<file path="src/rtl/activation_threshold_scheduler_if.sv">
// Bundle of config, popcount-in and activation-out signals for activation_threshold_scheduler.
// master = producer/consumer side (bench or neighbours), slave = scheduler side.
interface activation_threshold_scheduler_if #(
  parameter int SUM_WIDTH   = 4,
  parameter int NUM_NEURONS = 8
);
  localparam int IDX_WIDTH = $clog2(NUM_NEURONS);

  logic                   cfg_we;
  logic [IDX_WIDTH-1:0]   cfg_addr;
  logic [SUM_WIDTH-1:0]   cfg_data;
  logic                   cfg_err;

  // Handshake: a transfer happens on a rising clk edge where valid && ready are both 1;
  // the source holds data stable while valid is 1 and ready is 0.
  logic                   in_valid;
  logic                   in_ready;
  logic [SUM_WIDTH-1:0]   in_popcount;

  logic                   out_valid;
  logic                   out_ready;
  logic [NUM_NEURONS-1:0] out_act;

  modport master (
    output cfg_we, cfg_addr, cfg_data, in_valid, in_popcount, out_ready,
    input  cfg_err, in_ready, out_valid, out_act
  );

  modport slave (
    input  cfg_we, cfg_addr, cfg_data, in_valid, in_popcount, out_ready,
    output cfg_err, in_ready, out_valid, out_act
  );
endinterface

</file>
<file path="src/rtl/activation_threshold_scheduler.sv">
// Thresholds NUM_NEURONS popcount beats into one activation vector, one vector per EMIT.
// Optional ACT_COUNT_EN adds out_count, the number of fired neurons in out_act.
module activation_threshold_scheduler #(
  parameter int SUM_WIDTH         = 4,
  parameter int NUM_NEURONS       = 8,
  parameter int DEFAULT_THRESHOLD = 5
) (
  input  logic                              clk,
  input  logic                              reset_n,
  activation_threshold_scheduler_if.slave   bus,
  output logic                              busy,
  output logic                              dbg_state
`ifdef ACT_COUNT_EN
  ,
  output logic [$clog2(NUM_NEURONS+1)-1:0]  out_count
`endif
);
  localparam int IDX_WIDTH = $clog2(NUM_NEURONS);
  localparam logic [IDX_WIDTH-1:0] LAST_IDX   = IDX_WIDTH'(NUM_NEURONS - 1);
  localparam logic [IDX_WIDTH:0]   ADDR_LIMIT = (IDX_WIDTH + 1)'(NUM_NEURONS);
  localparam logic [SUM_WIDTH-1:0] THR_RESET  = SUM_WIDTH'(DEFAULT_THRESHOLD);

  typedef enum logic {
    ST_COLLECT = 1'b0,
    ST_EMIT    = 1'b1
  } state_t;

  state_t                 state;
  logic [IDX_WIDTH-1:0]   idx;
  logic [NUM_NEURONS-1:0] act;
  logic [NUM_NEURONS-1:0] act_next;
  logic [SUM_WIDTH-1:0]   thr [NUM_NEURONS];
  logic                   cfg_err_q;
  logic                   beat_fire;
  logic                   cfg_ok;
  logic                   fires;

  assign bus.in_ready  = (state == ST_COLLECT);
  assign bus.out_valid = (state == ST_EMIT);
  assign bus.out_act   = act;
  assign bus.cfg_err   = cfg_err_q;
  assign busy          = (state == ST_EMIT) || (idx != '0);
  assign dbg_state     = state;

  assign beat_fire = bus.in_valid && (state == ST_COLLECT);
  // Thresholds may only change between vectors so every neuron of a vector sees one table.
  assign cfg_ok    = (state == ST_COLLECT) && (idx == '0) &&
                     ({1'b0, bus.cfg_addr} < ADDR_LIMIT);
  assign fires     = (bus.in_popcount >= thr[idx]);

  always_comb begin
    act_next = act;
    if (beat_fire) begin
      act_next[idx] = fires;
    end
  end

  always_ff @(posedge clk or negedge reset_n) begin
    if (!reset_n) begin
      state     <= ST_COLLECT;
      idx       <= '0;
      act       <= '0;
      cfg_err_q <= 1'b0;
      for (int i = 0; i < NUM_NEURONS; i++) begin
        thr[i] <= THR_RESET;
      end
    end else begin
      cfg_err_q <= bus.cfg_we && !cfg_ok;
      // Nonblocking write: a same-cycle neuron-0 compare still reads the old threshold.
      if (bus.cfg_we && cfg_ok) begin
        thr[bus.cfg_addr] <= bus.cfg_data;
      end
      case (state)
        ST_COLLECT: begin
          if (beat_fire) begin
            act <= act_next;
            if (idx == LAST_IDX) begin
              idx   <= '0;
              state <= ST_EMIT;
            end else begin
              idx <= idx + 1'b1;
            end
          end
        end
        ST_EMIT: begin
          if (bus.out_ready) begin
            state <= ST_COLLECT;
            act   <= '0;
          end
        end
        default: state <= ST_COLLECT;
      endcase
    end
  end

`ifdef ACT_COUNT_EN
  // Tracks the running count so it is already final in the first EMIT cycle.
  always_ff @(posedge clk or negedge reset_n) begin
    if (!reset_n) begin
      out_count <= '0;
    end else if (beat_fire) begin
      out_count <= ($clog2(NUM_NEURONS+1))'($countones(act_next));
    end
  end
`endif

endmodule

</file>
<file path="src/flat_wrapper.sv">
// flat-port wrapper written by rule: the top's interface ports become plain ports
module activation_threshold_scheduler_flat 
#(
  parameter int SUM_WIDTH         = 4,
  parameter int NUM_NEURONS       = 8,
  parameter int DEFAULT_THRESHOLD = 5
)
  (clk, reset_n, busy, dbg_state, bus_cfg_we, bus_cfg_addr, bus_cfg_data, bus_in_valid, bus_in_popcount, bus_out_ready, bus_cfg_err, bus_in_ready, bus_out_valid, bus_out_act);
  activation_threshold_scheduler_if #(.SUM_WIDTH(SUM_WIDTH), .NUM_NEURONS(NUM_NEURONS)) bus_i ();
  input  logic clk;
  input  logic reset_n;
  output logic busy;
  output logic dbg_state;
  input wire logic [$bits(bus_i.cfg_we)-1:0] bus_cfg_we;
  input wire logic [$bits(bus_i.cfg_addr)-1:0] bus_cfg_addr;
  input wire logic [$bits(bus_i.cfg_data)-1:0] bus_cfg_data;
  input wire logic [$bits(bus_i.in_valid)-1:0] bus_in_valid;
  input wire logic [$bits(bus_i.in_popcount)-1:0] bus_in_popcount;
  input wire logic [$bits(bus_i.out_ready)-1:0] bus_out_ready;
  output wire logic [$bits(bus_i.cfg_err)-1:0] bus_cfg_err;
  output wire logic [$bits(bus_i.in_ready)-1:0] bus_in_ready;
  output wire logic [$bits(bus_i.out_valid)-1:0] bus_out_valid;
  output wire logic [$bits(bus_i.out_act)-1:0] bus_out_act;
  assign bus_i.cfg_we = bus_cfg_we;
  assign bus_i.cfg_addr = bus_cfg_addr;
  assign bus_i.cfg_data = bus_cfg_data;
  assign bus_i.in_valid = bus_in_valid;
  assign bus_i.in_popcount = bus_in_popcount;
  assign bus_i.out_ready = bus_out_ready;
  assign bus_cfg_err = bus_i.cfg_err;
  assign bus_in_ready = bus_i.in_ready;
  assign bus_out_valid = bus_i.out_valid;
  assign bus_out_act = bus_i.out_act;
  activation_threshold_scheduler #(.SUM_WIDTH(SUM_WIDTH), .NUM_NEURONS(NUM_NEURONS), .DEFAULT_THRESHOLD(DEFAULT_THRESHOLD)) u_core (.clk(clk), .reset_n(reset_n), .bus(bus_i), .busy(busy), .dbg_state(dbg_state));
endmodule
</file>
<file path="config.mk">
export PLATFORM = sky130hd
export DESIGN_NAME = activation_threshold_scheduler_flat
export DESIGN_NICKNAME = d
export VERILOG_FILES = /design/src/rtl/activation_threshold_scheduler_if.sv /design/src/rtl/activation_threshold_scheduler.sv /design/src/flat_wrapper.sv
export SDC_FILE = /design/constraint.sdc
export NUM_CORES = 1
export LEC_CHECK = 0
export BUFFER_PORTS_ARGS = -buffer_cell sky130_fd_sc_hd__buf_2
export CORE_MARGIN = 2
export CORE_UTILIZATION = 57
export DETAILED_ROUTE_END_ITERATION = 12
export GPL_TIMING_DRIVEN = 1
export PLACE_DENSITY = 0.86
export RECOVER_POWER = 100
export SETUP_SLACK_MARGIN = 0.2
export SLEW_MARGIN = 20
export SYNTH_ARGS = -nofsm -noshare
export SYNTH_HDL_FRONTEND = slang
export SYNTH_SLANG_ARGS = --single-unit
</file>
<file path="constraint.sdc">
create_clock -name clk -period 3.1 [get_ports clk]
set_clock_uncertainty 0.1 [all_clocks]
set_input_delay 0.155 -clock clk [delete_from_list [all_inputs] [get_ports clk]]
set_output_delay 0.155 -clock clk [all_outputs]
set_load 0.02 [all_outputs]
</file>
==> results.sh, run 1 <==
export IMPL_rr_startpoint="u_core.idx[0]$_DFFE_PN0P_"
export IMPL_synth_xor_area_share_pct=0
export IMPL_antenna_found_initial=0
export IMPL_drt_drc_violations_left=0
export IMPL_synth_compound_gate_area_share_pct=11.3
export IMPL_post_synth_top_area_fraction_pct=30.4
export IMPL_hold_path_startpoint="bus_cfg_we"
export IMPL_initial_standard_cell_utilization_of_the_core_pct=59.3
export IMPL_synth_fp_nets=223
export IMPL_power_total_mw=2.63
export IMPL_chipWidth_um=68.7
export IMPL_max_cap_check_violation_count=0
export IMPL_drt_iter0_drc=80
export IMPL_tritoncts_buffers=5
export IMPL_routabilityCongestion=0.835
export IMPL_die_area_um2=4720
export IMPL_post_synth_num_cell_types=43
export IMPL_postSynthCellCount=200
export IMPL_netlist_area_um2=2390
export IMPL_top_level_ports=29
export IMPL_fraction_of_the_mapped_netlist_area_in_simple_logic_gates_pct=15.3
export IMPL_clock_tree_htree_level_count=2
export IMPL_critical_path_startpoint="u_core.idx[0]$_DFFE_PN0P_"
export IMPL_via_count_of_the_first_global_routing_pass=1630
export IMPL_via_count=1704
export IMPL_synthesis_area_per_instance_um2=11.9
export IMPL_cts_tree="yes"
export IMPL_power_density_nw_per_um2=997
export IMPL_postSynthRegisterBits=45
export IMPL_routed_wire_length_per_instance_um=17.3
export IMPL_placement_rows=23
export IMPL_die_height_um=68.7
export IMPL_synthArstFlopShare_pct=100
export IMPL_yosys_top_cells_area="dfrtp_1 30%, dfstp_2 18%, mux2_2 14%, ha_1 3.7%, mux2_4 2.5%"
export IMPL_totalNegativeSetupSlack_ns=0
export IMPL_finalHoldViolCount=0
export IMPL_hpwlAfterDp_um=3590
export IMPL_postRouteAntennaNets=0
export IMPL_rsz0062_at_grt="no"
export IMPL_tritoncts_num_sinks=45
export IMPL_slew_at_the_pin_closest_to_its_max_slew_limit_ns=0.964
export IMPL_finalCriticalPeriod_ns=2.86
export IMPL_core_region_area_um2=4030
export IMPL_synth_sequential_area_ratio_pct=48.0
export IMPL_nets=256
export IMPL_startpoint_class="register"
export IMPL_status="finished, final reports clean"
export IMPL_multiplexer_area_fraction_after_synthesis_pct=18.8
export IMPL_max_slew_margin_pct=35.7
export IMPL_combinational_family_with_the_most_area_after_synthesis="multiplexers"
export IMPL_port_buffers=28
export IMPL_slew_violations=0
export IMPL_synthAdderAreaFrac_pct=3.67
export IMPL_grt_pass1_wl_um=7820
export IMPL_track_usage_pct=22.9
export IMPL_clock_tree_root_cell="clkbuf_8"
export IMPL_most_used_flip_flop_cell_after_synthesis="dfrtp_1"
export IMPL_synth_warning_count=0
export IMPL_worstSetupPathType="reg2reg"
export IMPL_worst_ep_arrival_time_ns=2.92
export IMPL_post_cts_buffers=0
export IMPL_ir_drop_mv=0.477
export IMPL_largest_area_contributor_in_the_synthesized_netlist="dfrtp_1"
export IMPL_drt_pre_antenna_iters=4
export IMPL_timing_fmax_ghz=0.350
export IMPL_post_route_cells_drive_above_1_share_pct=34.6
export IMPL_worst_setup_path_end_kind="register"
export IMPL_clock_tree_buffer_depth=2
export IMPL_postRouteWirelength_um=4930
export IMPL_worst_hold_path_type="in2reg"
export IMPL_grt_max_degree=46
export IMPL_critPathRequiredTime_ns=3.17
export IMPL_final_cycle_utilization_of_the_critical_path_pct=92.2
export IMPL_grt_overflow_total=0
export IMPL_layout_filler_cells=321
export IMPL_area_growth_pct=10.4
export IMPL_regArea_um2=1150
export IMPL_multiInputGateArea_um2=1140
export IMPL_vias_per_cell=6.00
export IMPL_cp_max_fo=15
export IMPL_n_antenna_cell=0
export IMPL_p_leak_nw=1.12
export IMPL_cts_reportedPaths_clkPinSlew_ns=0.08
export IMPL_worst_skew_pair_latency_ns=0.29
export IMPL_number_of_synthesized_flops_with_an_enable_pin=0
export IMPL_final_setup_viol_count=0
where the power goes:
part	internal, mW	switching [mW]
Combinational	0.525	0.581
Sequential	0.945	0.233
Clock	0.160	0.184
Total	1.63	0.997
registers in the layout, indices dropped and copies added, names as in the netlist:
register,count
u_core.thr,32
u_core.bus.out_act,8
u_core.idx,3
u_core.bus.cfg_err,1
u_core.bus.out_valid,1
cell usage after synthesis (2+ instances only):
cell	instances
mux2i_1	5
dfrtp_1	29
nor3_1	3
mux2_4	4
or3_1	2
or2_2	2
a21oi_1	5
o31ai_1	4
clkbuf_1	4
nor2_1	11
ha_1	7
nand2_1	10
nand3_1	8
nand3b_1	7
a2111oi_0	3
mux2_2	30
o21ai_0	3
o211ai_1	7
a22o_1	2
buf_2	3
dfstp_2	16
or3b_2	4
o311ai_0	3
and2_1	2
inv_1	5
o41ai_1	4
final cells by class:
cell class / count / area share, %
clock buffers: 8 / 3.04
inverters: 5 / 0.712
multi-input cells: 140 / 43.3
flip-flops and latches: 45 / 43.5
well taps: 50 / 2.37
repair buffers: 36 / 7.03
layout by cell type (no fill, tap or decap), types with 2 or more instances in the layout:
master and n:
dfrtp_1 28, nand2_1 10, o211ai_1 7, o311ai_0 3
mux2i_1 5, clkbuf_8 5, nand3_1 8, nand3b_1 7
inv_1 5, mux2_2 30, or3b_2 4, a21oi_1 5
o31ai_1 4, buf_4 5, or3_1 2, dlygate4sd3_1 2
o21ai_0 3, dfstp_2 16, nor2_1 10, a22o_1 2
and2_1 2, clkbuf_1 17, a2111oi_0 3, or2_2 2
mux2_1 3, nor3_1 3, buf_2 15, o41ai_1 4
ha_1 7
path summary, 6_finish.rpt:
kind,to,slack [ns],cells past startpoint
min in group asynchronous,u_core.bus.out_act[1]$_DFFE_PN0P_,0.44,2
setup reg to reg,u_core.bus.out_act[2]$_DFFE_PN0P_,0.24,8
max in group asynchronous,u_core.idx[1]$_DFFE_PN0P_,1.78,2
hold reg to reg,u_core.thr[21]$_DFFE_PN0P_,0.42,1
hold / removal,u_core.bus.cfg_err$_DFF_PN0_,0.001,2
setup / recovery,u_core.bus.out_act[2]$_DFFE_PN0P_,0.24,8
layer usage:
metal	up-vias	global-route usage, %	wire length [µm]
li1	810	-	-
met1	854	28.9	2140
met2	35	39.8	2520
met3	5	5.36	229
met4	0	5.15	46
met5	-	0	0
worst max-delay path: stages, from the launching register on:
cell and delay, ns:
dfrtp_1 0.61, buf_4 0.27, or3b_2 0.13, a21oi_1 0.07, a2111oi_0 0.51, ha_1 0.33, a2111oi_1 0.39, buf_4 0.23
o31ai_1 0.08
stage by stage:
stage / setup slack, ns / instances / hold slack, ns / area (µm²) / util, %
final: 0.243 / 284 / 0.00125 / 2640 / 65.4
after global routing: 0.109 / 284 / 0.000269 / 2640 / 65.4
after CTS: 0.256 / 284 / 0.0203 / 2680 / 66.6
after detailed placement: 0.297 / 274 / 0.264 / 2580 / 64.1
after global placement: 0.409 / 274 / 0.253 / 2580 / 64.1
after floorplan: 0.391 / 200 / -0.241 / 2390 / -
cells by family (layout without fill, tap and decap cells):
logic type               count (synthesis)  in the layout
flip-flops                              45             45
AO/OA/AOI/OAI                           35             35
AND/OR/NAND/NOR                         59             59
buffers and inverters                   15             49
multiplexers                            39             39
adder cells (fa/ha/maj)                  7              7
what timing repair did:
action	4_1_cts	5_1_grt
gates resized for setup	0	2
hold buffers	2	0
endpoints found under the setup margin	0	8
hold endpoints to repair	30	0
Power figures use the tool's default switching activity.
==> run 2, diff against run 1 <==
--- a/config.mk
+++ b/config.mk
@@ -6,10 +6,10 @@
 export NUM_CORES = 1
 export LEC_CHECK = 0
 export BUFFER_PORTS_ARGS = -buffer_cell sky130_fd_sc_hd__buf_2
-export CORE_MARGIN = 2
+export CORE_MARGIN = 4
 export CORE_UTILIZATION = 57
 export DETAILED_ROUTE_END_ITERATION = 12
-export GPL_TIMING_DRIVEN = 1
+export GPL_TIMING_DRIVEN = 0
 export PLACE_DENSITY = 0.86
 export RECOVER_POWER = 100
 export SETUP_SLACK_MARGIN = 0.2
==> run 2 against run 1 <==
Compared with the run above: final cell count grew 1.8%; critical path depth up 1; non-clock buffer count grew 5; wire length grew 7.3%; highest routed layer unchanged.
==> results.sh, run 2 (synthesis gave the netlist of run 1 again) <==
export IMPL_status="finished, final reports clean"
export IMPL_final_setup_viol_count=0
export IMPL_drt_drc_violations_left=0
export IMPL_via_count_of_the_first_global_routing_pass=1788
export IMPL_detailed_place_area_um2=2590
export IMPL_finalCriticalPeriod_ns=2.89
export IMPL_tritoncts_buffers=5
export IMPL_vias_per_cell=6.13
export IMPL_power_density_nw_per_um2=1040
export IMPL_critPathRequiredTime_ns=3.17
export IMPL_timing_fmax_ghz=0.346
export IMPL_startpoint_class="register"
export IMPL_postRouteWirelength_um=5290
export IMPL_critical_path_top_delay_family="compound AO/OA/AOI/OAI gates"
export IMPL_antenna_found_initial=0
export IMPL_timing_hold_worst_path_depth=2
export IMPL_max_cap_check_violation_count=0
export IMPL_rsz0062_at_grt="no"
export IMPL_critPathMaxStageDelay_ns=0.52
export IMPL_initial_standard_cell_utilization_of_the_core_pct=59.3
export IMPL_worst_path_buf_inv=3
export IMPL_slew_at_the_pin_closest_to_its_max_slew_limit_ns=0.992
export IMPL_largest_register_ff_count=32
export IMPL_worst_r2r_cell_count=9
export IMPL_grt_pass1_wl_um=8830
export IMPL_port_buffers=28
export IMPL_worst_hold_path_type="in2reg"
export IMPL_die_area_um2=5290
export IMPL_postLayoutSetupSlackWorst_ns=0.214
export IMPL_hpwlAfterDp_um=3650
export IMPL_cts_tree="yes"
export IMPL_clock_tree_buffer_depth=2
export IMPL_nets=261
export IMPL_finalHoldViolCount=0
export IMPL_worst_setup_path_end_kind="register"
export IMPL_die_height_um=72.7
export IMPL_chipWidth_um=72.7
export IMPL_p_leak_nw=1.16
export IMPL_drt_iter0_drc=125
export IMPL_commonest_cells_after_routing_fill_and_taps_aside="30 x mux2_2, 29 x dfrtp_1, 20 x buf_2"
export IMPL_max_slew_margin_pct=33.9
export IMPL_grt_overflow_total=0
export IMPL_n_antenna_cell=0
export IMPL_worstSetupPathType="reg2reg"
export IMPL_slew_violations=0
export IMPL_clock_tree_root_cell="clkbuf_8"
export IMPL_net_sw_share_pct=38.7
export IMPL_post_route_cells_drive_above_1_share_pct=37.7
export IMPL_final_design_area_no_fill_um2=2710
export IMPL_final_cycle_utilization_of_the_critical_path_pct=93.1
export IMPL_routabilityCongestion=0.787
export IMPL_combinational_share_of_power_pct=45.5
export IMPL_clock_tree_htree_level_count=2
export IMPL_worst_path_stages=9
export IMPL_drt_pre_antenna_iters=4
export IMPL_clock_power_share_pct=14.3
export IMPL_tritoncts_num_sinks=45
export IMPL_total_switching_power_mw=1.09
export IMPL_p_int_mw=1.72
export IMPL_cts_reportedPaths_clkPinSlew_ns=0.09
export IMPL_top_level_ports=29
export IMPL_layout_cells_most_common="mux2_2"
export IMPL_core_region_area_um2=4030
export IMPL_pre_cts_slack_ns=-0.207
export IMPL_routed_wire_length_per_instance_um=18.3
export IMPL_via_count=1772
export IMPL_cp_cell_sequence="clkbuf_4, clkbuf_2, o311ai_0, a22o_1, ha_1, nand2b_1, a2111oi_4, buf_4, o41ai_1"
export IMPL_worst_skew_pair_latency_ns=0.30
export IMPL_placement_rows=23
export IMPL_cp_max_fo=10
export IMPL_area_growth_pct=13.4
export IMPL_slowest_stage="dfrtp_1"
export IMPL_worst_ep_arrival_time_ns=2.96
export IMPL_grt_max_degree=46
export IMPL_track_usage_pct=21.5
export IMPL_max_flop_register="u_core.thr"
export IMPL_power_frac_seq_pct=40.3
export IMPL_postRouteAntennaNets=0
export IMPL_ir_drop_mv=0.588
[run 2: final timing paths]
check | startpoint | to | slack (ns)
worst max-delay path | u_core.idx[0]$_DFFE_PN0P_ | u_core.bus.out_act[4]$_DFFE_PN0P_ | 0.21
worst min-delay path | bus_cfg_we | u_core.bus.cfg_err$_DFF_PN0_ | 0.005
worst max register to register | u_core.idx[0]$_DFFE_PN0P_ | u_core.bus.out_act[4]$_DFFE_PN0P_ | 0.21
worst min register to register | u_core.thr[21]$_DFFE_PN0P_ | u_core.thr[21]$_DFFE_PN0P_ | 0.41
max in group asynchronous | reset_n | u_core.thr[29]$_DFFE_PN0P_ | 1.83
min in group asynchronous | reset_n | u_core.bus.out_act[5]$_DFFE_PN0P_ | 0.44
[run 2: per-layer routing]
| layer | share of wire (%) | track usage (%) |
|---|---|---|
| met3 | 6.3 | 4.68 |
| met1 | 45 | 29.6 |
| met4 | 1.7 | 8.20 |
| met2 | 47 | 33.3 |
| met5 | 0 | 0 |
[run 2: final cells by class]
type | instances | area [µm²]
buffer | 10 | 57.6
clock buffer | 7 | 96.3
clock inverter | 1 | 5.00
fill | 323 | 1320
inverter | 5 | 18.8
multi-input combinational | 140 | 1170
sequential | 45 | 1150
tap | 50 | 62.6
timing repair buffer | 31 | 154
[run 2: timing repair]
item	CTS	global route
endpoints found under the hold margin	30	0
endpoints found under the setup margin	8	8
buffers inserted	0	1
pin swaps	1	1
resized for setup	4	5
hold buffers	2	0
[run 2: metrics by stage]
stage / hold slack, ns / std cells / power, mW / util [%] / TNS (ns)
after global routing: 0.0258 / 289 / 2.99 / 67.2 / 0
after global placement: 0.260 / 278 / 2.29 / 64.3 / -1.39
after floorplan: -0.241 / 200 / 2.01 / - / 0
final: 0.00532 / 289 / 2.80 / 67.2 / 0
after detailed placement: 0.267 / 278 / 2.36 / 64.3 / -1.47
after CTS: 0.0294 / 288 / 2.79 / 67.7 / 0
[run 2: power by group through the flow]
stage | Sequential (mW) | Clock, mW | Combinational (mW)
global route | 1.16 | 0.431 | 1.40
global placement | 1.12 | 0 | 1.18
CTS | 1.12 | 0.400 | 1.27
detailed placement | 1.13 | 0 | 1.23
floorplan | 1.13 | 0 | 0.872
finish | 1.13 | 0.400 | 1.28
